### config.mk
export PLATFORM = sky130hd
export DESIGN_NAME = sym_deser
export DESIGN_NICKNAME = d
export VERILOG_FILES = /design/src/rtl/sym_deser_pkg.sv /design/src/rtl/deser_out_reg.sv /design/src/rtl/sym_deser.sv
export SDC_FILE = /design/constraint.sdc
export NUM_CORES = 1
export LEC_CHECK = 0
export BUFFER_PORTS_ARGS = -buffer_cell sky130_fd_sc_hd__buf_4
export CAP_MARGIN = 20
export CORE_UTILIZATION = 25
export DETAILED_ROUTE_END_ITERATION = 7
export GPL_TIMING_DRIVEN = 0
export SETUP_SLACK_MARGIN = 0.05
export SLEW_MARGIN = 20
export SYNTH_ARGS = -nofsm -noshare
export SYNTH_HDL_FRONTEND = slang
export SYNTH_HIERARCHICAL = 1
export SYNTH_SLANG_ARGS = --single-unit
### constraint.sdc
create_clock -name clk -period 3.9 [get_ports clk]
set_input_delay 0.39 -clock clk [delete_from_list [all_inputs] [get_ports clk]]
set_output_delay 0.39 -clock clk [all_outputs]
set_load 0.005 [all_outputs]
### src/rtl/sym_deser_pkg.sv
// Shared constants and helpers for the symbol deserialiser.
package sym_deser_pkg;

    localparam int DEF_SYM_W  = 2;
    localparam int DEF_WORD_W = 8;
    // Symbols per word for the default configuration.
    localparam int N          = DEF_WORD_W / DEF_SYM_W;
    // Width of the symbol count field (must hold the value N itself).
    localparam int SYMS_W     = $clog2(N) + 1;

    // Width of a count that ranges 0..n inclusive.
    function automatic int syms_width(input int n);
        return $clog2(n) + 1;
    endfunction

    // Lowest bit index of symbol slot idx inside a word.
    function automatic int slot_lo(input int idx, input int sym_w,
                                   input int word_w, input bit msb_first);
        if (msb_first) begin
            return word_w - (idx + 1) * sym_w;
        end
        return idx * sym_w;
    endfunction

endpackage

### src/rtl/deser_out_reg.sv
// One-word valid/ready output register: load, hold while stalled, drain on ready.
module deser_out_reg
    import sym_deser_pkg::*;
#(
    parameter int DATA_W     = DEF_WORD_W,
    parameter int OUT_SYMS_W = SYMS_W
) (
    input  logic                  clk,
    input  logic                  rst_n,
    input  logic                  i_load,
    input  logic [DATA_W-1:0]     i_data,
    input  logic [OUT_SYMS_W-1:0] i_syms,
    input  logic                  i_ready,
    output logic                  o_valid,
    output logic [DATA_W-1:0]     o_data,
    output logic [OUT_SYMS_W-1:0] o_syms,
    output logic                  o_free
);

    logic                  r_valid;
    logic [DATA_W-1:0]     r_data;
    logic [OUT_SYMS_W-1:0] r_syms;

    // Register may take a new word when empty or emptying this cycle.
    assign o_free  = !r_valid || i_ready;
    assign o_valid = r_valid;
    assign o_data  = r_data;
    assign o_syms  = r_syms;

    // Load has priority over drain so back-to-back words keep valid high.
    always_ff @(posedge clk) begin
        if (!rst_n) begin
            r_valid <= 1'b0;
            r_data  <= '0;
            r_syms  <= '0;
        end else if (i_load) begin
            r_valid <= 1'b1;
            r_data  <= i_data;
            r_syms  <= i_syms;
        end else if (i_ready) begin
            r_valid <= 1'b0;
        end
    end

endmodule

### src/rtl/sym_deser.sv
// Collects SYM_W-bit symbols into WORD_W-bit words with early flush support.
module sym_deser
    import sym_deser_pkg::*;
#(
    parameter int SYM_W     = DEF_SYM_W,
    parameter int WORD_W    = DEF_WORD_W,
    parameter bit MSB_FIRST = 1'b1
) (
    input  logic                          clk,
    input  logic                          rst_n,
    input  logic [SYM_W-1:0]              sym_in,
    input  logic                          sym_valid,
    output logic                          sym_ready,
    input  logic                          flush,
    output logic                          flush_ack,
    output logic [WORD_W-1:0]             word_out,
    output logic [$clog2(WORD_W/SYM_W):0] word_syms,
    output logic                          word_valid,
    input  logic                          word_ready
);

    localparam int              L_N    = WORD_W / SYM_W;
    localparam int              L_CW   = syms_width(L_N);
    localparam logic [L_CW-1:0] L_LAST = L_CW'(L_N - 1);
    localparam logic [L_CW-1:0] L_FULL = L_CW'(L_N);

    logic [L_CW-1:0]   r_cnt;
    logic [WORD_W-1:0] r_asm;
    logic              r_ack;
    logic              r_flush_done;

    logic              w_out_free;
    logic              w_last;
    logic              w_accept;
    logic              w_complete;
    logic              w_flush_go;
    logic              w_load;
    logic [L_CW-1:0]   w_load_syms;
    logic [WORD_W-1:0] w_asm_ins;
    logic [L_N-1:0]    w_hit;

    assign w_last = (r_cnt == L_LAST);

    // Final symbol or a flush waits only while the output register is blocked.
    assign sym_ready = rst_n
                     && !(w_last && !w_out_free)
                     && !(flush && !w_out_free);

    assign w_accept   = sym_valid && sym_ready;
    assign w_complete = w_accept && w_last;

    // A held flush request is executed once; it re-arms only after flush drops.
    assign w_flush_go = flush && w_out_free && !r_flush_done;

    // A word is emitted on completion, or on flush when it holds any symbol.
    assign w_load = w_complete || (w_flush_go && ((r_cnt != '0) || w_accept));

    assign w_load_syms = w_complete ? L_FULL
                                    : r_cnt + {{(L_CW-1){1'b0}}, w_accept};

    // Assembly word with the current symbol dropped into slot r_cnt.
    genvar gi;
    generate
        for (gi = 0; gi < L_N; gi++) begin : g_slot
            localparam int LO = slot_lo(gi, SYM_W, WORD_W, MSB_FIRST);
            assign w_hit[gi] = w_accept && (r_cnt == L_CW'(gi));
            assign w_asm_ins[LO +: SYM_W] = w_hit[gi] ? sym_in
                                                      : r_asm[LO +: SYM_W];
        end
    endgenerate

    // Symbol counter, assembly register and flush handshake state.
    always_ff @(posedge clk) begin
        if (!rst_n) begin
            r_cnt        <= '0;
            r_asm        <= '0;
            r_ack        <= 1'b0;
            r_flush_done <= 1'b0;
        end else begin
            r_ack <= w_flush_go;
            if (!flush) begin
                r_flush_done <= 1'b0;
            end else if (w_flush_go) begin
                r_flush_done <= 1'b1;
            end
            if (w_load) begin
                r_cnt <= '0;
                r_asm <= '0;
            end else if (w_accept) begin
                r_cnt <= r_cnt + L_CW'(1);
                r_asm <= w_asm_ins;
            end
        end
    end

    assign flush_ack = r_ack;

    deser_out_reg #(
        .DATA_W     (WORD_W),
        .OUT_SYMS_W (L_CW)
    ) u_out_reg (
        .clk     (clk),
        .rst_n   (rst_n),
        .i_load  (w_load),
        .i_data  (w_asm_ins),
        .i_syms  (w_load_syms),
        .i_ready (word_ready),
        .o_valid (word_valid),
        .o_data  (word_out),
        .o_syms  (word_syms),
        .o_free  (w_out_free)
    );

endmodule

==> flow_summary.toml, run 1 <==
[clock_tree]
cts_hold_buf = 0
cts.sinks = 25
cts_root_buf = "clkbuf_8"
htreeDepth = 1
post_cts_resize_count = 0
cts_made_buffers = 3
post_cts_buffers = 0
cts_tree = "built"
clkTransAtPathRegs_ps = 90
cts.path.max_buffers = 2
insertion_delay_ps = 270

[timing]
maxSlewViolCount = 0
setup_ws_ps = 1790
whs_ps = 366
fin_setup_tns_ps = 0
setup_viol = 0
hold_viol = 0
tightest_slew_ps = 606
max_freq_mhz = 473
rsz0062_at_grt = "no"
relSlewSlack_pct = 59.2
min_period_over_period_pct = 54.2
skew_ps = 2.09
min_period_ps = 2110

[synth]
avgSynthCellArea_um2 = 9.92
ys_async_sr_fraction_pct = 0
synth-seq-cells = 25
ys_types = 32
synth_area_leader_cell = "dfxtp_1"
synth_edf_count = 0
synth_flop_cell = "dfxtp_1"
synthesis.nets = 144
synth_top_area_share_pct = 38.8
yosysWarnings = 6
ys_seq_area_share_pct = 38.8
yosysMostFrequentCell = "dfxtp_1"
synth_area_um2 = 1290
netlist_top_cells_area = "dfxtp_1 39%, mux2i_1 8.5%, ha_1 6.8%"
synth_commonest_cells = "25 x dfxtp_1, 11 x mux2i_1, 11 x nor2b_1, 9 x nand3_1, 9 x o21ai_0"
syn_inst = 130

[die]
num_rows = 25
fp.dieW_um = 73.8
core_area_um2 = 4850
io_pins = 21
start_util_pct = 26.6
die-area_um2 = 5450
fp.dieH_um = 73.8

[worst_setup_path]
arrival_ps = 2280
startpoint = "r_cnt[1]$_SDFFE_PP0N_"
required_ps = 4070
end_kind = "register"
critical_path_class = "reg2reg"
cp_max_fo = 10
r2r_start = "r_cnt[1]$_SDFFE_PP0N_"
setup.worst_path.start_class = "register"

[power]
combPwrFrac_pct = 14.0
p_int_mw = 0.365
clock_power_share_pct = 31.9
p_seq_share_pct = 54.1
p_leak_nw = 0.631
ir_worst_vdd_mv = 0.151
power_density_nw_per_um2 = 313
p_sw_mw = 0.123
swShare_pct = 25.2

[routing]
ant_nets = 0
via_per_inst = 4.49
drc = 0
vias = 988
firstDrtPassIters = 4
avgRoutedWirePerCell_um = 12.0
wirelength_um = 2650
drtIter0Drc = 39

[final_layout]
layout-drive-gt1-share_pct = 24.8
finish.instance_area_um2 = 1560
fill_cells = 504
fin_util_pct = 32.2
nNetsFinal = 168
synthToLayoutAreaGrowth_pct = 21.1
antenna_cells = 0

[placed_design]
port_buffers = 19
dpl.hpwl_um = 1960
place_area_um2 = 1520
place.gp.congestion = 0.804
pre_cts_slack_ps = 1800

[global_routing]
grt_pass1_vias = 1004
gr-total-overflow = 0
grt_max_degree = 15
grt_pass1_wl_um = 4720
track_usage_pct = 11.3
antenna_found_initial = 0

[min_path]
hold_start = "rst_n"
hold_class = "in2reg"

[run_status]
status = "finished clean"

[flow_run]
maxCapViolCount = 0
==> metal layers <==
| metal | GRT usage [%] | share of wire [%] |
|---|---|---|
| met4 | 3.85 | 1.4 |
| met1 | 14.9 | 49 |
| met3 | 1.78 | 3.3 |
| met2 | 18.7 | 47 |
| met5 | 0 | 0 |
==> power groups by stage <==
stage	Combinational (mW)	Clock, mW	Sequential, mW
floorplan	0.0469	0	0.270
global placement	0.0684	0	0.270
detailed placement	0.0690	0	0.270
CTS	0.0696	0.159	0.264
global route	0.0758	0.176	0.265
finish	0.0685	0.156	0.264
==> state kept, by name, summed over array words and instances (netlist names) <==
| signal | flops |
|---|---|
| u_out_reg/o_valid | 1 |
| r_cnt | 3 |
| r_asm | 8 |
| u_out_reg/o_syms | 3 |
| u_out_reg/o_data | 8 |
| flush_ack | 1 |
| r_flush_done | 1 |
==> worst paths after layout <==
| kind | end | depth (start not counted) | slack, ps |
|---|---|---|---|
| setup reg to reg | u_out_reg/o_syms[2]$_SDFFE_PN0P_ | 11 | 1790 |
| setup / recovery | u_out_reg/o_syms[2]$_SDFFE_PN0P_ | 11 | 1790 |
| hold reg to reg | r_asm[1]$_SDFFE_PP0N_ | 1 | 480 |
| hold / removal | u_out_reg/o_data[4]$_SDFFE_PN0P_ | 2 | 370 |
==> area by class of cell <==
class | instances | area, um2 | area share [%]
Clock buffer | 3 | 41.3 | 2.64
Inverter | 5 | 18.8 | 1.20
Tap cell | 67 | 83.8 | 5.36
Multi-Input combinational cell | 92 | 702 | 44.9
Buffer | 8 | 68.8 | 4.40
Timing Repair Buffer | 19 | 143 | 9.13
Sequential cell | 25 | 500 | 32.0
Clock inverter | 1 | 5.00 | 0.320
==> cell families after synthesis <==
logic type | Yosys count | synth area share (%)
XOR/XNOR | 1 | 0.679
AND/OR/NAND/NOR | 47 | 23.1
multiplexers | 13 | 10.3
adder cells (fa/ha/maj) | 7 | 6.79
buffers and inverters | 13 | 6.79
AO/OA/AOI/OAI | 24 | 13.6
flip-flops | 25 | 38.8
==> worst max-delay path: stages (launching register included) <==
cell and delay (ps):
dfxtp_1 440, ha_1 190, ha_1 250, o21ba_4 150
buf_6 130, nor2_4 50, ha_1 180, ha_1 190
xnor2_1 160, nand2_1 70, mux2i_1 130, nor2b_1 60
==> metrics by stage <==
stage	power, mW	std cells
2_1_floorplan	0.317	130
3_3_place_gp	0.338	216
3_5_place_dp	0.339	216
4_1_cts	0.493	220
5_1_grt	0.517	220
6_report	0.488	220
==> cell usage in the layout (no fill, tap or decap), drive strengths merged, types with 3 or more instances in the layout <==
cell type / netlist / final
dfxtp: 25 / 25
nand2: 8 / 8
buf: 6 / 25
and4b: 3 / 3
a211oi: 8 / 8
clkbuf: 2 / 5
nor2: 3 / 3
inv: 5 / 5
nand4b: 3 / 3
and2: 3 / 3
nor2b: 11 / 11
o21ai: 9 / 9
ha: 7 / 7
nand3: 10 / 10
nor3b: 3 / 3
mux2i: 11 / 11
No activity file was read; power rests on OpenSTA's default activity.
==> run 2, diff against run 1 <==
==> constraint.sdc (replaced) <==
create_clock -name clk -period 1.7 [get_ports clk]
set_input_delay 0.17 -clock clk [delete_from_list [all_inputs] [get_ports clk]]
set_output_delay 0.17 -clock clk [all_outputs]
set_load 0.005 [all_outputs]
==> run 2 against run 1 <==
  * The flow now finishes with violations (setup timing)
  * Cell count is 6.8% higher
  * Core utilization grew 6.9 points
  * Total power increased by 150%
  * Non-clock buffer count rose by 14
  * Clock-buffer cell count unchanged
  * Combinational power rose to 3.6 times the previous value
  * Global-route usage rose by 1.5 points
  * Sequential cell count stayed put
  * Worst hold slack got worse by 210 ps
  * Sequential share of layout area is 5.3 points lower
  * Clock power grew 130%
==> flow_summary.toml, run 2 (synthesis gave the netlist of run 1 again) <==
[worst_setup_path]
path_common_cell = "ha_4"
setup.worst_path.start_class = "register"
reg2reg_to = "u_out_reg/o_syms[1]$_SDFFE_PN0P_"
end_kind = "register"
rrSetupSlack_ps = -40
startpoint = "r_cnt[1]$_SDFFE_PP0N_"
r2r_cells = 9
path_delay_family = "adder cells"
required_ps = 1870
cp_slowest_stage_delay_ps = 370
endpoint = "u_out_reg/o_syms[1]$_SDFFE_PN0P_"
worstPathCellList = "ha_4 -> ha_4 -> o21ba_4 -> nor2_4 -> ha_4 -> ha_4 -> and2_4 -> mux2i_1 -> nor2b_1"
cp_max_fo = 3
path_buf_inv = 0
cp_slowest_cell = "dfxtp_4"
path_depth = 9
arrival_ps = 1920
r2r_start = "r_cnt[1]$_SDFFE_PP0N_"
critical_path_class = "reg2reg"

[placed_design]
dpl.hpwl_um = 2020
port_buffers = 19
pre_cts_slack_ps = -234
place.gp.congestion = 0.766

[clock_tree]
cts_made_buffers = 3
cts_tree = "built"
cts.path.max_buffers = 2
cts_root_buf = "clkbuf_8"
htreeDepth = 1
clkTransAtPathRegs_ps = 90
insertion_delay_ps = 270
cts.sinks = 25

[timing]
max_freq_mhz = 573
min_period_ps = 1740
hold_viol = 0
min_period_over_period_pct = 103
fin_setup_tns_ps = -104
skew_ps = 4.78
rsz0062_at_grt = "yes"
tightest_slew_ps = 534
setup_ws_ps = -44.6
whs_ps = 154
maxSlewViolCount = 0
setup_viol = 3
relSlewSlack_pct = 64.4

[routing]
ant_nets = 0
via_per_inst = 4.60
avgRoutedWirePerCell_um = 14.2
vias = 1080
wirelength_um = 3350
drtIter0Drc = 20
firstDrtPassIters = 4
drc = 0

[run_status]
violations = "setup timing"
status = "finished with violations"

[global_routing]
grt_pass1_vias = 1056
grt_pass1_wl_um = 5200
grt_use_met1_pct = 16.9
track_usage_pct = 12.7
grt_max_degree = 15
busiest_layer = "met2"
met3_usage_pct = 2.06
antenna_found_initial = 0
gr-total-overflow = 0
use_met2_pct = 20.1

[die]
fp.dieW_um = 73.8
core_area_um2 = 4850
io_pins = 21
fp.dieH_um = 73.8
start_util_pct = 26.6
num_rows = 25
die-area_um2 = 5450

[final_layout]
fin_util_pct = 39.2
final_common_cell = "buf_4"
synthToLayoutAreaGrowth_pct = 47.2
layout-drive-gt1-share_pct = 45.2
layout_common_cells = "29 x buf_4, 23 x dfxtp_1, 11 x mux2i_1, 11 x nor2b_1"
antenna_cells = 0
nNetsFinal = 183

[power]
p_leak_nw = 0.734
power_density_nw_per_um2 = 638
ir_worst_vdd_mv = 0.361
total_power_mw = 1.21

[flow_run]
maxCapViolCount = 0

[min_path]
holdPathStages = 2
hold_class = "in2reg"
==> run 2: final cells by class <==
class	count	area, um2
Fill cell	476	2950
Clock inverter	1	5.00
Buffer	7	63.8
Sequential cell	25	508
Multi-Input combinational cell	93	866
Tap cell	67	83.8
Timing Repair Buffer	34	308
Inverter	5	23.8
Clock buffer	3	41.3
==> run 2: worst min-delay path by stage <==
stage / start / end / slack [ps]
3_5_place_dp: rst_n / u_out_reg/o_data[4]$_SDFFE_PN0P_ / 430
6_report: rst_n / u_out_reg/o_data[4]$_SDFFE_PN0P_ / 150
4_1_cts: rst_n / u_out_reg/o_data[4]$_SDFFE_PN0P_ / 150
2_1_floorplan: rst_n / u_out_reg/o_data[4]$_SDFFE_PN0P_ / 300
5_1_grt: rst_n / u_out_reg/o_data[4]$_SDFFE_PN0P_ / 140
3_3_place_gp: rst_n / u_out_reg/o_data[4]$_SDFFE_PN0P_ / 430
==> run 2: layer usage <==
| layer | wire, um | vias up | part of all wire [%] |
|---|---|---|---|
| met4 | 75 | 0 | 2.2 |
| met1 | 1610 | 509 | 48 |
| met5 | 0 | - | 0 |
| met2 | 1590 | 20 | 48 |
| li1 | - | 542 | - |
| met3 | 75 | 9 | 2.2 |
==> run 2: timing repair <==
| item | CTS | global route |
|---|---|---|
| setup buffers | 9 | 7 |
| endpoints found under the setup margin | 13 | 23 |
| gates resized for setup | 19 | 22 |
| pin swaps | 6 | 9 |
| cloned | 1 | 1 |
| hold buffers | 0 | 0 |
==> run 2: per-stage QoR <==
| stage | instances | instance area (um2) |
|---|---|---|
| after floorplan | 130 | 1320 |
| final | 235 | 1900 |
| after CTS | 229 | 1760 |
| after detailed placement | 216 | 1540 |
| after global routing | 235 | 1900 |
| after global placement | 216 | 1540 |
==> run 2: report_power, final <==
group / internal (mW) / switching, mW
clock: 0.164 / 0.197
combinational: 0.130 / 0.116
sequential: 0.597 / 0.00735
total: 0.891 / 0.321
